`src/rtl/mc_pkg.sv`:
```
// Shared encodings for the multi-cycle accumulator controller and its ALU.
// Opcodes, FSM states, ALU operations and operand-select codes.
package mc_pkg;

  localparam logic [2:0] OP_LOAD  = 3'b000;
  localparam logic [2:0] OP_STORE = 3'b001;
  localparam logic [2:0] OP_ADD   = 3'b010;
  localparam logic [2:0] OP_SUB   = 3'b011;
  localparam logic [2:0] OP_AND   = 3'b100;
  localparam logic [2:0] OP_NOT   = 3'b101;
  localparam logic [2:0] OP_JMP   = 3'b110;
  localparam logic [2:0] OP_JZ    = 3'b111;

  typedef enum logic [3:0] {
    S_INIT,
    S_FETCH,
    S_DECODE,
    S_MEMRD,
    S_EXEC,
    S_STORE,
    S_JUMP,
    S_BRZ,
    S_HALT
  } state_e;

  localparam logic [2:0] ALU_ADD   = 3'b000;
  localparam logic [2:0] ALU_SUB   = 3'b001;
  localparam logic [2:0] ALU_AND   = 3'b010;
  localparam logic [2:0] ALU_OR    = 3'b011;
  localparam logic [2:0] ALU_NOTA  = 3'b100;
  localparam logic [2:0] ALU_PASSA = 3'b101;
  localparam logic [2:0] ALU_PASSB = 3'b110;

  localparam logic SRCA_PC  = 1'b0;
  localparam logic SRCA_ACC = 1'b1;

  localparam logic [1:0] SRCB_MDR = 2'd0;
  localparam logic [1:0] SRCB_ONE = 2'd1;
  localparam logic [1:0] SRCB_IMM = 2'd2;

  function automatic logic is_mem_state(state_e s);
    return (s == S_FETCH) || (s == S_MEMRD) || (s == S_STORE);
  endfunction

endpackage

```
`src/rtl/mem_watchdog.sv`:
```
// Counts consecutive wait cycles of one memory request and flags a timeout.
// A MEM_TIMEOUT of 0 disables the timeout entirely.
module mem_watchdog
  import mc_pkg::*;
#(
  parameter int MEM_TIMEOUT = 15
) (
  input  logic clk,
  input  logic rst,
  input  logic active_i,
  input  logic mem_ready_i,
  output logic timeout_o
);

  localparam int W = (MEM_TIMEOUT > 0) ? $clog2(MEM_TIMEOUT + 1) : 1;
  localparam logic [W-1:0] LIMIT = W'(MEM_TIMEOUT);
  localparam logic EN = (MEM_TIMEOUT != 0);

  logic [W-1:0] cnt_q, cnt_d;
  logic         waiting;

  assign waiting = active_i && !mem_ready_i;

  // Anything other than a stalled request restarts the count.
  always_comb begin
    cnt_d = '0;
    if (waiting) begin
      if (cnt_q != LIMIT) cnt_d = cnt_q + W'(1);
      else                cnt_d = cnt_q;
    end
  end

  always_ff @(posedge clk or posedge rst) begin
    if (rst) cnt_q <= '0;
    else     cnt_q <= cnt_d;
  end

  assign timeout_o = EN && waiting && (cnt_q == LIMIT);

endmodule

```
`src/rtl/multicycle_controller.sv`:
```
// Control FSM for the 16-bit multi-cycle accumulator processor.
// Sequences fetch/decode/memory/execute and drives the ALU and its muxes.
module multicycle_controller
  import mc_pkg::*;
#(
  parameter int MEM_TIMEOUT = 15
) (
  input  logic       clk,
  input  logic       rst,
  input  logic [2:0] opcode,
  input  logic       zero,
  input  logic       mem_ready,
  output logic       mem_read,
  output logic       mem_write,
  output logic       i_or_d,
  output logic       ir_write,
  output logic       mdr_write,
  output logic       acc_write,
  output logic       pc_write,
  output logic       alu_src_a,
  output logic [1:0] alu_src_b,
  output logic [2:0] alu_control,
  output logic       instr_done,
  output logic       halted
);

  state_e state_q, state_d;
  logic   timeout;

  mem_watchdog #(
    .MEM_TIMEOUT(MEM_TIMEOUT)
  ) u_wdog (
    .clk        (clk),
    .rst        (rst),
    .active_i   (is_mem_state(state_q)),
    .mem_ready_i(mem_ready),
    .timeout_o  (timeout)
  );

  always_ff @(posedge clk or posedge rst) begin
    if (rst) state_q <= S_INIT;
    else     state_q <= state_d;
  end

  always_comb begin
    state_d     = state_q;
    mem_read    = 1'b0;
    mem_write   = 1'b0;
    i_or_d      = 1'b0;
    ir_write    = 1'b0;
    mdr_write   = 1'b0;
    acc_write   = 1'b0;
    pc_write    = 1'b0;
    alu_src_a   = SRCA_PC;
    alu_src_b   = SRCB_MDR;
    alu_control = ALU_ADD;
    instr_done  = 1'b0;
    halted      = 1'b0;

    unique case (state_q)
      S_INIT: state_d = S_FETCH;

      S_FETCH: begin
        mem_read    = 1'b1;
        alu_src_b   = SRCB_ONE;
        alu_control = ALU_ADD;
        if (mem_ready) begin
          ir_write = 1'b1;
          pc_write = 1'b1;
          state_d  = S_DECODE;
        end else if (timeout) begin
          state_d = S_HALT;
        end
      end

      S_DECODE: begin
        case (opcode)
          OP_STORE: state_d = S_STORE;
          OP_NOT:   state_d = S_EXEC;
          OP_JMP:   state_d = S_JUMP;
          OP_JZ:    state_d = S_BRZ;
          default:  state_d = S_MEMRD;
        endcase
      end

      S_MEMRD: begin
        mem_read = 1'b1;
        i_or_d   = 1'b1;
        if (mem_ready) begin
          mdr_write = 1'b1;
          state_d   = S_EXEC;
        end else if (timeout) begin
          state_d = S_HALT;
        end
      end

      S_EXEC: begin
        acc_write  = 1'b1;
        alu_src_b  = SRCB_MDR;
        instr_done = 1'b1;
        state_d    = S_FETCH;
        case (opcode)
          OP_ADD: begin
            alu_src_a   = SRCA_ACC;
            alu_control = ALU_ADD;
          end
          OP_SUB: begin
            alu_src_a   = SRCA_ACC;
            alu_control = ALU_SUB;
          end
          OP_AND: begin
            alu_src_a   = SRCA_ACC;
            alu_control = ALU_AND;
          end
          OP_NOT: begin
            alu_src_a   = SRCA_ACC;
            alu_control = ALU_NOTA;
          end
          default: alu_control = ALU_PASSB;
        endcase
      end

      S_STORE: begin
        mem_write = 1'b1;
        i_or_d    = 1'b1;
        if (mem_ready) begin
          instr_done = 1'b1;
          state_d    = S_FETCH;
        end else if (timeout) begin
          state_d = S_HALT;
        end
      end

      S_JUMP: begin
        alu_src_b   = SRCB_IMM;
        alu_control = ALU_PASSB;
        pc_write    = 1'b1;
        instr_done  = 1'b1;
        state_d     = S_FETCH;
      end

      // The ALU passes ACC through, so zero reflects ACC == 0.
      S_BRZ: begin
        alu_src_a   = SRCA_ACC;
        alu_control = ALU_PASSA;
        pc_write    = zero;
        instr_done  = 1'b1;
        state_d     = S_FETCH;
      end

      S_HALT: halted = 1'b1;

      default: state_d = S_INIT;
    endcase
  end

endmodule
```
`config.mk`:
```
export PLATFORM = sky130hd
export DESIGN_NAME = multicycle_controller
export DESIGN_NICKNAME = d
export VERILOG_FILES = /design/src/rtl/mc_pkg.sv /design/src/rtl/mem_watchdog.sv /design/src/rtl/multicycle_controller.sv
export SDC_FILE = /design/constraint.sdc
export NUM_CORES = 1
export LEC_CHECK = 0
export CELL_PAD_IN_SITES_DETAIL_PLACEMENT = 0
export CELL_PAD_IN_SITES_GLOBAL_PLACEMENT = 1
export CORE_AREA = 8 8 59 61
export DETAILED_ROUTE_END_ITERATION = 10
export DIE_AREA = 0 0 67 69
export PLACE_DENSITY_LB_ADDON = 0.25
export SLEW_MARGIN = 10
export SYNTH_ARGS = -nofsm -noshare
export SYNTH_HDL_FRONTEND = slang
export SYNTH_HIERARCHICAL = 1
export SYNTH_SLANG_ARGS = --single-unit
export TNS_END_PERCENT = 30
```
`constraint.sdc`:
```
create_clock -name clk -period 1.97 [get_ports clk]
set_clock_uncertainty 0.15 [all_clocks]
set_input_delay 0.394 -clock clk [delete_from_list [all_inputs] [get_ports clk]]
set_output_delay 0.394 -clock clk [all_outputs]
set_load 0.05 [all_outputs]
```
==> Word level (Yosys, flattened, before mapping) <==
Cells that the tools add are included.
{ "op_classes": {"multipliers": 0, "n_bitwise": 0, "shifts": 0, "addsub": 1, "n_eq_ne": 18, "n_reduce_logical": 11, "mux": 23, "n_div": 0, "order_cmp": 0} }
{ "ops": {"columns": ["cell", "count"], "rows": [
  ["2-to-1 mux 4 bit", 6],
  ["case mux 3 bit (4 select lines)", 2],
  ["case mux 4 bit (6 select lines)", 1],
  ["equality test 4 x 3 -> 1 bit (second input constant)", 4],
  ["equality test 3 bit (second input constant)", 4],
  ["2-to-1 mux 1 bit", 9],
  ["case mux 3 bit (3 select lines)", 1],
  ["equality test 4 x 2 -> 1 bit (second input constant)", 2],
  ["equality test 4 bit (second input constant)", 2],
  ["OR reduction 4 bit", 2],
  ["equality test 3 x 2 -> 1 bit (second input constant)", 2],
  ["adder 4 x 1 -> 4 bit (second input constant)", 1],
  ["equality test 4 x 1 -> 1 bit (second input constant)", 1],
  ["logical NOT 4 bit", 1],
  ["!= test 4 bit (second input constant)", 1],
  ["case mux 1 bit (2 select lines)", 2],
  ["case mux 2 bit (2 select lines)", 1],
  ["OR reduction 2 bit", 2],
  ["equality test 3 x 1 -> 1 bit (second input constant)", 1],
  ["case mux 1 bit (3 select lines)", 1],
  ["OR reduction 3 bit", 1],
  ["logical AND 1 bit", 2],
  ["logical OR 1 bit", 2],
  ["!= test 2 bit (second input constant)", 1],
  ["logical NOT 1 bit", 1]
]} }
{ "totals": {"mem_count": 0, "word_cells": 55, "ramBits": 0, "in_bits": 7, "latch_bits": 0, "ff_bits": 8, "romBits": 0} }

==> Longest topological paths before layout <==
{ "depth": {"depth_word": 8, "depth_mapped": 9, "mapped_depth_nobuf": 8} }

==> By module <==
The synthesis kept the hierarchy.
{ "modules_own_cells": {"columns": ["module", "area_per_inst_um2", "seq_area_each_um2", "cells_per_inst", "n_inst"], "rows": [
  ["multicycle_controller", 486.7, 100.1, 64, 1],
  ["mem_watchdog", 235.2, 100.1, 22, 1]
]} }

==> Worst setup path before layout <==
No wires, ideal clock.
{ "synth_path": {"path_type": "register -> register", "start": "register state_q[0]", "end": "register state_q[3]", "required_time_ns": 1.747, "stages_incl_launch_ff": 10, "n_path_buf": 1, "t_arrival_ns": 2.736, "period_less_slack_ns": 2.959, "setup_slack_ns": -0.989, "cell_sequence": "dfrtp_1 > buf_2 > nand2_1 > nor3_1 > or2_2 > nand2b_1 > and2b_1 > nand3b_1 > a211oi_1 > or2_2"} }
{ "synth_via": {"elab_chain_cells": 8, "word_cells_on_any_way": 19} }
{ "synth_rtl": {"columns": ["item", "line", "source"], "rows": [
  ["start, declared", "multicycle_controller.sv:27", "state_e state_q, state_d;"],
  ["start signal, assigned", "multicycle_controller.sv:42", "else state_q <= state_d;"],
  ["equality test 4 x 1 -> 1 bit / equality test 4 x 2 -> 1 bit (equally long branches)", "mc_pkg.sv:42", "return (s == S_FETCH) || (s == S_MEMRD) || (s == S_STORE);"],
  ["logical OR 1 bit", "mc_pkg.sv:42", null],
  ["logical OR 1 bit (*)", "mc_pkg.sv:42", null],
  ["logical AND 1 bit (*)", "mem_watchdog.sv:22", "assign waiting = active_i && !mem_ready_i;"],
  ["logical AND 1 bit (*)", "mem_watchdog.sv:38", "assign timeout_o = EN && waiting && (cnt_q == LIMIT);"],
  ["net timeout", "multicycle_controller.sv:28", "logic timeout;"],
  ["2-to-1 mux 4 bit (*)", null, null],
  ["2-to-1 mux 4 bit (on tied branches)", null, null],
  ["case mux 4 bit (6 select lines) (*)", "multicycle_controller.sv:60", "unique case (state_q)"]
]} }
Mark *: on every way through the listed nets, which the timed path passes. The rest lies on a longest branch.
A chain may end at the register's enable or synchronous reset.

==> Worst setup path in the final report <==
{ "layout_path": {"start": "input port opcode[1]", "end": "output port alu_control[0]"} }
{ "layout_via": {"elab_chain_cells": 3, "word_cells_on_any_way": 6} }
{ "layout_rtl": {"columns": ["item", "line", "source"], "rows": [
  ["start, declared", "multicycle_controller.sv:10", "input logic [2:0] opcode,"],
  ["equality test 3 bit / equality test 3 x 2 -> 1 bit (equally long branches)", "multicycle_controller.sv:102", "case (opcode)"],
  ["case mux 3 bit (4 select lines) (*)", "multicycle_controller.sv:102", null],
  ["case mux 3 bit (3 select lines) (*)", "multicycle_controller.sv:60", null],
  ["end, declared", "multicycle_controller.sv:22", "output logic [2:0] alu_control,"]
]} }
Every way passes the cells marked *; elsewhere a longest branch is shown, timed or not.

==> run summary <==
The fraction of synthesized cell area in xor and xnor cells came out at ~2.4%. The number of antenna violations at the first check in global routing came out at 0. The combined global-route utilization of all metal layers came out at 10.2%. The dominant synthesized flop cell is sky130_fd_sc_hd__dfrtp_1. Across the run, the number of max-cap violations was 0.

Data on the critical path is required at its endpoint by ~1.4 ns. The number of CTS-inserted buffers came out at 3. sky130_fd_sc_hd__dfrtp_1 is the most common cell in the netlist. The worst setup slack for register-to-register paths is roughly 0.03 ns. The placeable core region is roughly 2600 um^2. The relative area change from synthesis to final layout is 101%. The starting utilization of the core area came out at ~28%. The time the final worst path needs with I/O delays and setup came out at approximately 2.1 ns.

The floorplan step set the die width to roughly 67 um. For this run, the number of standard cells in the final layout without fillers is 158. The floorplan step defined a die boundary enclosing 4620 um^2. In the post-route analysis, the smallest setup slack over all paths is -0.117 ns. The vertical extent of the die came out at roughly 70 um. The clock reaches the later pin of the worst-skew pair after 0.25 ns. The number of cells in the design after placement is about 150.

In this run the worst setup path begins at opcode[1]. The worst setup path is of the input port to primary output kind. The worst path buffer plus inverter count came out at 2. The netlist uses 35 different library cells.

The initialized floorplan defines 19 standard-cell rows. The total overflow left after global routing is 0. The post-synthesis register bit count is 8. Yosys printed 6 warnings. TritonCTS built the clock tree. The average footprint of a synthesized cell came out at approximately 8.4 um^2. The leakage component of the power is approximately 0.60 nW.

The worst-case setup slack after placement came out at -0.539 ns. The worst setup path is captured at a primary output. At the pin with the least slew margin, the transition time is 0.278 ns. IR analysis of the VDD net gives a maximum drop of roughly 1.5 mV. Summing the sequential cell areas from Yosys gives between 20% and 30% of the chip area.

The biggest cell delay along the critical path is approximately 0.38 ns. The synthesized netlist devotes between 10% and 20% of its cell area to compound gates. The total length of routed met2 wires came out at 1.23 mm. The power per cell area came out at 1510 nW/um^2. The proportion of synthesized area in mux cells is ~4.2%. By count the netlist is led by sky130_fd_sc_hd__dfrtp_1 (8), sky130_fd_sc_hd__nor2_1 (7), sky130_fd_sc_hd__nor3_1 (7).

The number of design rule violations left after detail routing is 0. The hold-fix buffer count after cts is 0. The flow ran to the end, but the final reports show violations.

Among cell families on the critical path, the largest total delay comes from simple AND/OR/NAND/NOR gates. The worst-case clock buffer depth came out at 2. The cell area after synthesis is slightly above 700 um^2. The last weighted congestion value of the routability-driven placer came out at 0.710. Setup repair after global routing could not meet its margin everywhere. The library cell contributing the largest single delay on the critical path is sky130_fd_sc_hd__or3b_4. The master cell of the clock root buffer is sky130_fd_sc_hd__clkbuf_4. In the final routing, the length of wire on met1 measures around 750 um.

The area taken by flip-flops and latches came out at just over 200 um^2. Using the TritonRoute via totals, the vias-per-cell ratio works out to roughly 5.0. In the detailed route, the total length drawn on met3 is 113 um. After synthesis, the cell types taking the most area are sky130_fd_sc_hd__dfrtp_1 (28%), sky130_fd_sc_hd__nand3b_1 (5.2%), sky130_fd_sc_hd__nor3_1 (4.9%).

The worst setup path is launched from an input port. For this run, asynchronously set or reset flops after synthesis account for 100%. The via count of the first global-routing pass is 893. The pin count of the biggest net entering global routing came out at 15. The count of clock tree sinks is 8. The number of fillers in the final layout came out at 241. The number of primary I/O pins is 22. The detailed-route wire length per cell is 13.4 um. The vias after detailed routing came out at 791. The fraction of the cycle the final worst path needs came out at 106%.

In this run the worst hold path is classified as input port to async pin. The proportion of layout cells with a drive suffix above 1 came out at between 50% and 60%. Of all cell types, the one taking the most synthesized area is sky130_fd_sc_hd__dfrtp_1. The arithmetic-cell share of the synthesized area counting full adders, half adders and majority gates is under 10%. The hold violation total from the final report is 0. The post-CTS clock slew at the launch and capture registers of the worst setup and hold paths is around 0.050 ns.

The worst slew margin relative to its limit came out at between 80% and 90%. Signal routing reaches up to met4. The final antenna diode count came out at 0. The maximum fanout count along the critical path is 2. The worst path arrival time is between 1.5 and 2 ns. The footprint of the multi-input gates is around 620 um^2. The final max-slew violation count came out at 0. The level count of the clock H-tree is 1.

The count of buffers added on input and output ports is 21. The number of design-rule violations left by the first detailed-router iteration is 27. The wire-length estimate of the detail-placed layout is 1.71 mm. By area, the combinational part of the netlist is dominated by simple AND/OR/NAND/NOR gates.

The net total in the final layout is ~140. The post-route antenna net violation count is 0. Counting flops with a built-in enable in the synthesized netlist gives 0. The signal on the critical path passes through buf_8, ha_4, or3b_4, a21oi_4, o21a_4, buf_12. The total iterations of the first detailed-routing run is 2.

In this run the biggest area consumer among cell types represents between 20% and 30% of the synthesized area. The achievable clock frequency came out at around 480 MHz. The instance count of the mapped netlist came out at between 80 and 90. The checks that failed: negative setup slack.

Setup violations remaining at the end of the flow were counted as 3. The total wire length after detailed routing is around 2.1 mm. In this run the critical register-to-register path is launched from state_q[0]$_DFFE_PP0N_. The first-pass GRT wire length is between 3 and 4 mm. The area fraction in and, or, nand and nor cells after synthesis is between 30% and 40%. The net count of the mapped netlist is 95.
==> cell usage in the layout (no fill, tap or decap), drive strengths merged, types with 4 or more instances in the layout <==
cell type and n:
buf 39, nor2 7, inv 4, dfrtp 8, nor3b 4, nand3b 5
nor3 7, nand2 5, a21oi 4
==> cells by family (layout without fill, tap and decap cells) <==
logic type / Yosys count / after routing
xor+xnor: 2 / 2
flops: 8 / 8
simple gates: 45 / 45
compound gates: 17 / 17
fa+ha+maj: 2 / 2
mux: 3 / 3
buf+inv: 9 / 50
==> worst reg2reg max path, cell delays in order, from the launching register on <==
cell and delay [ns]:
sky130_fd_sc_hd__dfrtp_2 0.44, sky130_fd_sc_hd__buf_6 0.14, sky130_fd_sc_hd__nand2_4 0.06, sky130_fd_sc_hd__nor3_4 0.04, sky130_fd_sc_hd__or2_4 0.27, sky130_fd_sc_hd__nand2b_4 0.07, sky130_fd_sc_hd__and2b_1 0.23, sky130_fd_sc_hd__nor2_1 0.12
sky130_fd_sc_hd__mux2i_1 0.08, sky130_fd_sc_hd__o32ai_1 0.24
==> area by class of cell <==
class | count | area share [%]
flip-flops and latches | 8 | 14.1
clock buffers | 3 | 1.55
well taps | 31 | 2.68
multi-input cells | 69 | 42.6
inverters | 4 | 1.04
repair buffers | 43 | 38.1
==> per-layer routing <==
metal / track usage, % / vias to the layer above
met1: 10.0 / 379
met2: 18.7 / 14
li1: - / 396
met4: 5.12 / 0
met5: 0 / -
met3: 2.26 / 2
==> where the power goes <==
group / switching, mW / internal (mW) / leakage [nW] / total, mW
sequential: 0.0669 / 0.215 / 0.102 / 0.282
clock: 0.0499 / 0.0693 / 0.0138 / 0.119
combinational: 0.905 / 0.877 / 0.488 / 1.78
==> state kept, by name, indices dropped and copies added (netlist names) <==
signal and cells:
state_q 4, u_wdog/cnt_q 4
==> timing repair <==
| action | CTS | global route |
|---|---|---|
| buffers inserted | 3 | 0 |
| gates resized for setup | 31 | 6 |
| endpoints found under the setup margin | 13 | 15 |
| pin swaps | 4 | 5 |
==> final timing paths <==
kind | to | cells after the start
setup / recovery | alu_control[0] | 6
hold reg to reg | u_wdog/cnt_q[0]$_DFFE_PP0P_ | 2
max in group asynchronous | state_q[3]$_DFFE_PP0N_ | 2
setup reg to reg | state_q[1]$_DFFE_PP0N_ | 9
min in group clk | state_q[1]$_DFFE_PP0N_ | 4
hold / removal | u_wdog/cnt_q[1]$_DFFE_PP0P_ | 2
==> through the flow <==
step           hold slack [ns]  utilization, %  cell area [um^2]  total power [mW]  TNS, ns
2_1_floorplan           0.0101               -               790              1.17    -3.86
3_3_place_gp             0.439            49.5              1290              1.90    -2.10
3_5_place_dp             0.449            49.5              1290              1.92    -2.37
4_1_cts                  0.198            54.4              1420              2.18   -0.479
5_1_grt                  0.238            55.4              1450              2.30   -0.752
6_report                 0.199            55.4              1450              2.18   -0.257
Power figures use the tool's default switching activity.
